==> src/rtl/enigma_step_ctrl_if.sv <==
// Handshake bundle for the Enigma rotor-stepping controller.
// Handshake rule (both sides): a transfer happens on a rising edge where
// valid and ready are both high; the sender holds its payload steady while
// valid is high and ready is low.
interface enigma_step_ctrl_if;
    logic       load;
    logic [4:0] load_pos0;
    logic [4:0] load_pos1;
    logic [4:0] load_pos2;
    logic       key_valid;
    logic [4:0] key_in;
    logic       key_ready;
    logic [4:0] letter_out;
    logic [4:0] pos0;
    logic [4:0] pos1;
    logic [4:0] pos2;
    logic       letter_valid;
    logic       letter_ready;
    logic       key_err;

    // Environment view: supplies keys/loads, consumes stepped letters.
    modport master (
        output load, load_pos0, load_pos1, load_pos2,
        output key_valid, key_in, letter_ready,
        input  key_ready, letter_out, pos0, pos1, pos2, letter_valid, key_err
    );

    // Controller view.
    modport slave (
        input  load, load_pos0, load_pos1, load_pos2,
        input  key_valid, key_in, letter_ready,
        output key_ready, letter_out, pos0, pos1, pos2, letter_valid, key_err
    );
endinterface

==> src/rtl/enigma_step_ctrl.sv <==
// Enigma rotor-stepping front end: accepts one letter, steps the three
// rotors with odometer rules (including the middle-rotor double step) and
// presents letter plus stepped positions downstream until accepted.
module enigma_step_ctrl #(
    parameter int NOTCH0 = 16,
    parameter int NOTCH1 = 4
) (
    input  logic               clk,
    input  logic               rst,
    enigma_step_ctrl_if.slave  bus,
    output logic [1:0]         state_dbg
);
    localparam logic [1:0] ST_IDLE  = 2'd0;
    localparam logic [1:0] ST_STEP  = 2'd1;
    localparam logic [1:0] ST_ISSUE = 2'd2;

    localparam logic [4:0] NOTCH0_L = 5'(NOTCH0);
    localparam logic [4:0] NOTCH1_L = 5'(NOTCH1);

    logic [1:0] state_q, state_d;
    logic [4:0] pos0_q, pos0_d;
    logic [4:0] pos1_q, pos1_d;
    logic [4:0] pos2_q, pos2_d;
    logic [4:0] letter_q, letter_d;
    logic       letter_valid_q, letter_valid_d;
    logic       key_err_q, key_err_d;

    // Load values 26..31 fold back onto 0..5.
    function automatic logic [4:0] mod26(input logic [4:0] v);
        return (v >= 5'd26) ? (v - 5'd26) : v;
    endfunction

    // One rotor position forward, wrapping 25 -> 0.
    function automatic logic [4:0] inc26(input logic [4:0] v);
        return (v == 5'd25) ? 5'd0 : (v + 5'd1);
    endfunction

    // Load has priority over a key; keys are only taken while idle.
    assign bus.key_ready = (state_q == ST_IDLE) && !bus.load;

    // Next-state and datapath update for the IDLE/STEP/ISSUE sequence.
    always_comb begin
        state_d        = state_q;
        pos0_d         = pos0_q;
        pos1_d         = pos1_q;
        pos2_d         = pos2_q;
        letter_d       = letter_q;
        letter_valid_d = letter_valid_q;
        key_err_d      = 1'b0;
        case (state_q)
            ST_IDLE: begin
                if (bus.load) begin
                    pos0_d = mod26(bus.load_pos0);
                    pos1_d = mod26(bus.load_pos1);
                    pos2_d = mod26(bus.load_pos2);
                end else if (bus.key_valid) begin
                    if (bus.key_in <= 5'd25) begin
                        letter_d = bus.key_in;
                        state_d  = ST_STEP;
                    end else begin
                        // Illegal letter is consumed and flagged, nothing steps.
                        key_err_d = 1'b1;
                    end
                end
            end
            ST_STEP: begin
                // All decisions use the pre-step positions.
                pos0_d = inc26(pos0_q);
                if ((pos0_q == NOTCH0_L) || (pos1_q == NOTCH1_L)) begin
                    pos1_d = inc26(pos1_q);
                end
                if (pos1_q == NOTCH1_L) begin
                    pos2_d = inc26(pos2_q);
                end
                letter_valid_d = 1'b1;
                state_d        = ST_ISSUE;
            end
            ST_ISSUE: begin
                if (bus.letter_ready) begin
                    letter_valid_d = 1'b0;
                    state_d        = ST_IDLE;
                end
            end
            default: begin
                letter_valid_d = 1'b0;
                state_d        = ST_IDLE;
            end
        endcase
    end

    // State and output registers with synchronous reset.
    always_ff @(posedge clk) begin
        if (rst) begin
            state_q        <= ST_IDLE;
            pos0_q         <= 5'd0;
            pos1_q         <= 5'd0;
            pos2_q         <= 5'd0;
            letter_q       <= 5'd0;
            letter_valid_q <= 1'b0;
            key_err_q      <= 1'b0;
        end else begin
            state_q        <= state_d;
            pos0_q         <= pos0_d;
            pos1_q         <= pos1_d;
            pos2_q         <= pos2_d;
            letter_q       <= letter_d;
            letter_valid_q <= letter_valid_d;
            key_err_q      <= key_err_d;
        end
    end

    assign bus.pos0         = pos0_q;
    assign bus.pos1         = pos1_q;
    assign bus.pos2         = pos2_q;
    assign bus.letter_out   = letter_q;
    assign bus.letter_valid = letter_valid_q;
    assign bus.key_err      = key_err_q;
    assign state_dbg        = state_q;
endmodule

==> src/flat_wrapper.sv <==
// flat-port wrapper written by rule: the top's interface ports become plain ports
module enigma_step_ctrl_flat 
#(
    parameter int NOTCH0 = 16,
    parameter int NOTCH1 = 4
)
  (clk, rst, state_dbg, bus_load, bus_load_pos0, bus_load_pos1, bus_load_pos2, bus_key_valid, bus_key_in, bus_letter_ready, bus_key_ready, bus_letter_out, bus_pos0, bus_pos1, bus_pos2, bus_letter_valid, bus_key_err);
  enigma_step_ctrl_if bus_i ();
  input  logic clk;
  input  logic rst;
  output logic [1:0] state_dbg;
  input wire logic [$bits(bus_i.load)-1:0] bus_load;
  input wire logic [$bits(bus_i.load_pos0)-1:0] bus_load_pos0;
  input wire logic [$bits(bus_i.load_pos1)-1:0] bus_load_pos1;
  input wire logic [$bits(bus_i.load_pos2)-1:0] bus_load_pos2;
  input wire logic [$bits(bus_i.key_valid)-1:0] bus_key_valid;
  input wire logic [$bits(bus_i.key_in)-1:0] bus_key_in;
  input wire logic [$bits(bus_i.letter_ready)-1:0] bus_letter_ready;
  output wire logic [$bits(bus_i.key_ready)-1:0] bus_key_ready;
  output wire logic [$bits(bus_i.letter_out)-1:0] bus_letter_out;
  output wire logic [$bits(bus_i.pos0)-1:0] bus_pos0;
  output wire logic [$bits(bus_i.pos1)-1:0] bus_pos1;
  output wire logic [$bits(bus_i.pos2)-1:0] bus_pos2;
  output wire logic [$bits(bus_i.letter_valid)-1:0] bus_letter_valid;
  output wire logic [$bits(bus_i.key_err)-1:0] bus_key_err;
  assign bus_i.load = bus_load;
  assign bus_i.load_pos0 = bus_load_pos0;
  assign bus_i.load_pos1 = bus_load_pos1;
  assign bus_i.load_pos2 = bus_load_pos2;
  assign bus_i.key_valid = bus_key_valid;
  assign bus_i.key_in = bus_key_in;
  assign bus_i.letter_ready = bus_letter_ready;
  assign bus_key_ready = bus_i.key_ready;
  assign bus_letter_out = bus_i.letter_out;
  assign bus_pos0 = bus_i.pos0;
  assign bus_pos1 = bus_i.pos1;
  assign bus_pos2 = bus_i.pos2;
  assign bus_letter_valid = bus_i.letter_valid;
  assign bus_key_err = bus_i.key_err;
  enigma_step_ctrl #(.NOTCH0(NOTCH0), .NOTCH1(NOTCH1)) u_core (.clk(clk), .rst(rst), .bus(bus_i), .state_dbg(state_dbg));
endmodule
==> config.mk <==
export PLATFORM = sky130hd
export DESIGN_NAME = enigma_step_ctrl_flat
export DESIGN_NICKNAME = d
export VERILOG_FILES = /design/src/rtl/enigma_step_ctrl_if.sv /design/src/rtl/enigma_step_ctrl.sv /design/src/flat_wrapper.sv
export SDC_FILE = /design/constraint.sdc
export NUM_CORES = 1
export LEC_CHECK = 0
export BUFFER_PORTS_ARGS = -buffer_cell sky130_fd_sc_hd__buf_2
export CAP_MARGIN = 20
export CORE_UTILIZATION = 42
export CTS_BUF_LIST = sky130_fd_sc_hd__clkbuf_16
export DETAILED_ROUTE_END_ITERATION = 8
export GPL_TIMING_DRIVEN = 0
export PLACE_DENSITY = 0.68
export SLEW_MARGIN = 5
export SYNTH_ARGS = -nofsm -noshare
export SYNTH_HDL_FRONTEND = slang
export SYNTH_SLANG_ARGS = --single-unit
==> constraint.sdc <==
create_clock -name clk -period 2.3 [get_ports clk]
set_clock_uncertainty 0.2 [all_clocks]
set_input_delay 0.115 -clock clk [delete_from_list [all_inputs] [get_ports clk]]
set_output_delay 0.115 -clock clk [all_outputs]
set_load 0.02 [all_outputs]
==> results of run 1 <==
[worst max-delay path: cells and delay by family (launching register included)]
family	cells	cell delay, ns
simple gates	4	0.62
buf+inv	2	0.76
flops	1	0.34
[where the power goes]
| part | total, mW | switching, mW | internal (mW) |
|---|---|---|---|
| Sequential | 0.479 | 0.0337 | 0.446 |
| Clock | 0.511 | 0.164 | 0.347 |
| Combinational | 0.292 | 0.170 | 0.122 |
| Total | 1.28 | 0.368 | 0.914 |
[layout by cell type, fill, tap and decap left out, types with 2 or more instances in the layout]
cell	count
a21o_1	2
nor2_1	14
o32ai_1	3
a221oi_1	5
buf_2	53
clkbuf_16	3
and4b_1	3
ha_1	11
nor2b_1	3
nor3_1	13
a21oi_1	14
nand2_1	6
and3_1	2
a211oi_1	6
mux2i_1	3
nand2b_1	6
o211ai_1	2
or3b_1	2
o21ai_0	14
a311oi_1	2
dfxtp_1	24
inv_1	17
nand3_1	7
nand4bb_1	2
nor3b_1	5
clkbuf_1	4
o21a_1	2
a31oi_1	6
dlygate4sd3_1	9
[path summary, 6_finish.rpt]
kind,to
worst max-delay path,u_core.bus.letter_out[3]
worst min-delay path,u_core.bus.pos2[4]
worst max register to register,u_core.bus.letter_out[3]
worst min register to register,u_core.bus.letter_valid
[what timing repair did]
item,CTS,global route
endpoints found under the hold margin,8,0
hold buffers,9,0
endpoints found under the setup margin,0,0
[cell type report]
type | count | area [um2]
Inverter | 17 | 63.81
Tap cell | 48 | 60.06
Buffer | 9 | 40.04
Multi-Input combinational cell | 150 | 1030
Timing Repair Buffer | 57 | 330.3
Clock inverter | 1 | 30.03
Clock buffer | 3 | 75.07
Sequential cell | 24 | 480.5
Fill cell | 358 | 1551
[through the flow]
step	worst slack (ns)	total power [mW]	hold WS (ns)	area, um2	cells
2_1_floorplan	0.4132	0.6658	0.05894	1614	200
3_3_place_gp	0.3346	0.7633	0.1552	1914	296
3_5_place_dp	0.3018	0.7655	0.1568	1914	296
4_1_cts	0.2906	1.287	0.006004	2110	309
5_1_grt	0.1062	1.340	0.02800	2110	309
6_report	0.2695	1.282	0.006054	2110	309
[cell families after synthesis]
| kind of cell | synth area share, % |
|---|---|
| AOI/OAI and AO/OA | 28.53 |
| adders and majority gates | 8.527 |
| buffers and inverters | 6.434 |
| DFF | 29.77 |
| muxes | 1.861 |
| and+or+nand+nor | 24.88 |
[sequential cells by signal, summed over array words and instances (netlist names)]
name / flops
u_core.bus.key_err: 1
u_core.bus.letter_valid: 1
u_core.state_dbg: 2
u_core.bus.pos0: 5
u_core.bus.letter_out: 5
u_core.bus.pos1: 5
u_core.bus.pos2: 5
[cells in the mapped netlist, types with 2 or more instances]
library cell,number,area (um2)
nand4bb_1,2,22.52
a311oi_1,2,17.52
a221oi_1,5,43.79
a211oi_1,6,45.04
or3b_1,2,17.52
buf_2,5,25.02
nand3_1,7,35.03
o211ai_1,2,15.01
inv_1,17,63.81
and4b_1,3,30.03
nand2b_1,6,37.54
and3_1,2,12.51
nor3_1,13,65.06
ha_1,11,137.6
nor2_1,14,52.55
a31oi_1,6,37.54
nor2b_1,3,18.77
o21a_1,2,15.01
nand2_1,6,22.52
o32ai_1,3,26.28
a21oi_1,14,70.07
dfxtp_1,24,480.5
clkbuf_1,4,15.01
mux2i_1,3,30.03
a21o_1,2,15.01
o21ai_0,14,70.07
nor3b_1,5,37.54
[metal layers]
metal	vias up	global-route usage (%)	routed length, um
li1	875	-	-
met1	797	29.10	2032
met2	51	34.04	1873
met3	4	4.107	230
met4	0	4.261	32
met5	-	0	0
==> impl_metrics.yaml, run 1 <==
yosys:
  synthesis.nets: 236
  synthFlopType: "dfxtp_1"
  netlist_area_um2: 1614
  synthArstFlopShare_pct: 0
  ys_warn_count: 0
  synth.distinct_cells: 44
  syn_area_per_cell_um2: 8.070
  ys_seq_area_share_pct: 29.77
  synth_edf_count: 0
  ys_seq_elements: 24
  synth_cells: 200
status:
  status: "complete, no violations"
clock_network:
  cts_root_buf: "clkbuf_16"
  cts_setup_buffers: 0
  cts_sinks: 24
  clkTransAtPathRegs_ns: 0.07
  cts_resized: 0
  cts_made_buffers: 3
  cts_buffer_depth: 2
  cts_max_level: 1
  cts_tree: "built"
  clk_latency_ns: 0.26
pwr:
  power_density_nw_per_um2: 607.8
  ir_worst_vdd_uv: 487.2
  leakage_nw: 0.9433
placement:
  numPortBuffers: 48
  gp_congestion: 0.8173
  dp_hpwl_mm: 2.993
setup_path:
  critPathRequiredTime_ns: 2.25
  critPathArrivalTime_ns: 1.98
  ff2ff_path_depth: 6
  critPathMaxStageDelay_ns: 0.58
  crit_chain: "buf_2, nor3_2, nand2_1, nor2_1, nor3_1, dlygate4sd3_1"
  endpoint_kind: "flip-flop"
  startpoint: "u_core.state_dbg[0]"
  worst-r2r-setup-slack_ns: 0.27
  crit_path_start_kind: "flip-flop"
  crit_slowest_cell: "dlygate4sd3_1"
  reg2reg_from: "u_core.state_dbg[0]"
  crit_fanout: 10
  worstSetupPathType: "flip-flop to flip-flop"
timing:
  slew_headroom_pct: 66.95
  period_minus_slack_ns: 2.030
  tightest_slew_ns: 0.4832
  fin_crit_sh_pct: 88.28
  fmax_mhz: 492.5
  hold_viol_final: 0
  tns_ns: 0
  rsz0062_at_grt: "false"
  slew_viol_final: 0
  setup-violations-final: 0
worst_hold_path:
  hold_start: "bus_load_pos2[4]"
  holdPathStages: 3
  hold_class: "primary input to flip-flop"
global_route:
  antenna_found_initial: 0
  grt_pass1_wl_mm: 6.969
  grt_max_degree: 15
  grtUsageTotal_pct: 21.15
  grt_pass1_vias: 1540
  grt_overflow: 0
routing:
  routedWlPerCell_um: 13.49
  ant_nets: 0
  dr.pass1.iters: 4
  vias: 1727
  drt_wl_total_mm: 4.168
  drc: 0
  via_per_inst: 5.589
  drtIter0Drc: 101
final_layout:
  antenna_cells: 0
  post-route-util_pct: 57.62
  drive_above_1_share_pct: 23.37
  finalNetCount: 298
  area_growth_syn_to_layout_pct: 30.70
floorplan:
  die_y_um: 63.99
  die_w_um: 63.99
  start_util_pct: 44.09
  rows: 22
  io_pins: 50
  core_um2: 3661
  die-area_um2: 4095
run:
  drv_cap: 0
(Power assumes the default switching activity.)
==> inputs of run 2 (changes only) <==
CTS_BUF_LIST = sky130_fd_sc_hd__clkbuf_8   (was sky130_fd_sc_hd__clkbuf_16)
==> impl_metrics.yaml, run 2 (synthesis gave the netlist of run 1 again) <==
status:
  status: "complete, no violations"
final_layout:
  drive_above_1_share_pct: 23.28
  layout_commonest_cell: "buf_2"
  n_fill_cell: 359
  antenna_cells: 0
  finalNetCount: 299
  area_growth_syn_to_layout_pct: 29.22
  post-route-util_pct: 56.97
  fin_cells: 310
  final_cell_mix: "53 x buf_2, 24 x dfxtp_1, 17 x inv_1"
timing:
  fin_crit_sh_pct: 88.65
  hold_viol_final: 0
  rsz0062_at_grt: "false"
  tns_ns: 0
  fmax_mhz: 490.4
  slew_viol_final: 0
  setup-violations-final: 0
  period_minus_slack_ns: 2.039
  fin_ws_ns: 0.2610
  slew_headroom_pct: 65.07
  tightest_slew_ns: 0.5239
pwr:
  power_density_nw_per_um2: 554.1
  ir_worst_vdd_uv: 317.4
  leakage_nw: 0.9321
setup_path:
  crit_slowest_cell: "dlygate4sd3_1"
  critPathMaxStageDelay_ns: 0.58
  critPathArrivalTime_ns: 2.01
  crit_fanout: 10
  endpoint_kind: "flip-flop"
  crit_path_start_kind: "flip-flop"
  crit_chain: "buf_2, nor3_2, nand2_1, nor2_1, nor3_1, dlygate4sd3_1"
  worstSetupPathType: "flip-flop to flip-flop"
  critPathRequiredTime_ns: 2.27
  cp_top_family: "buffers and inverters"
  critical_path_buf_inv_count: 2
clock_network:
  cts_max_level: 1
  cts_made_buffers: 3
  clkTransAtPathRegs_ns: 0.10
  cts_root_buf: "clkbuf_8"
  cts_sinks: 24
  cts_buffer_depth: 2
  cts_resized: 0
  cts_tree: "built"
  cts_setup_buffers: 0
  clk_latency_ns: 0.27
floorplan:
  core_um2: 3661
  die-area_um2: 4095
  rows: 22
  die_y_um: 63.99
  die_w_um: 63.99
  start_util_pct: 44.09
  io_pins: 50
routing:
  drc: 0
  dr.pass1.iters: 4
  drtIter0Drc: 127
  ant_nets: 0
  via_per_inst: 5.594
  drt_wl_total_mm: 4.165
  vias: 1734
  routedWlPerCell_um: 13.44
placement:
  gp_congestion: 0.8173
  pre_cts_slack_ns: 0.3018
  dp_cells: 296
  dp_hpwl_mm: 2.993
  numPortBuffers: 48
global_route:
  antenna_found_initial: 0
  grt_pass1_vias: 1541
  grtUsageTotal_pct: 20.93
  grt_overflow: 0
  grt_pass1_wl_mm: 6.948
  grt_max_degree: 15
run:
  drv_cap: 0
worst_hold_path:
  hold_class: "primary input to flip-flop"
## run 2: power breakdown
group	switching, mW	internal (mW)	leakage, nW
combinational	0.170	0.123	0.699
sequential	0.0337	0.446	0.197
clock	0.151	0.233	0.0357
total	0.354	0.801	0.932
## run 2: repair_timing
item | 4_1_cts | 5_1_grt
setup endpoints to repair | 0 | 0
endpoints found under the hold margin | 9 | 0
hold buffers | 10 | 0
## run 2: final cells by class
cell class,instances,area [um2],area share (%)
plain buffers,9,40.04,1.920
clock buffers,3,41.29,1.980
clock inverters,1,30.03,1.440
inverters,17,63.81,3.059
multi-input cells,150,1030,49.37
flip-flops and latches,24,480.5,23.04
well taps,48,60.06,2.879
repair buffers,58,340.3,16.32
## run 2: final timing paths
kind,depth (start not counted),startpoint,end,slack (ns)
setup / recovery,6,u_core.state_dbg[0],u_core.bus.letter_out[4],0.26
hold / removal,3,bus_load_pos2[0],u_core.bus.pos2[0],0.02
setup reg to reg,6,u_core.state_dbg[0],u_core.bus.letter_out[4],0.26
hold reg to reg,2,u_core.bus.letter_valid,u_core.bus.letter_valid,0.30
## run 2: layer usage
metal | vias to the layer above | wire, um | global-route usage (%)
met3 | 2 | 203 | 3.571
li1 | 877 | - | -
met5 | - | 0 | 0
met4 | 0 | 12 | 3.409
met2 | 51 | 1886 | 34.18
met1 | 804 | 2062 | 28.99
## run 2: tightest hold or removal path: stages
cell,delay [ns]
buf_2,0.12
a21oi_1,0.13
a211oi_1,0.08
## run 2: stage by stage
step | hold WS (ns) | instance area [um2] | power, mW
after detailed placement | 0.1568 | 1914 | 0.7655
after global placement | 0.1552 | 1914 | 0.7633
after global routing | 0.03625 | 2086 | 1.216
final | 0.01504 | 2086 | 1.156
after CTS | 0.003401 | 2086 | 1.162
after floorplan | 0.05894 | 1614 | 0.6658
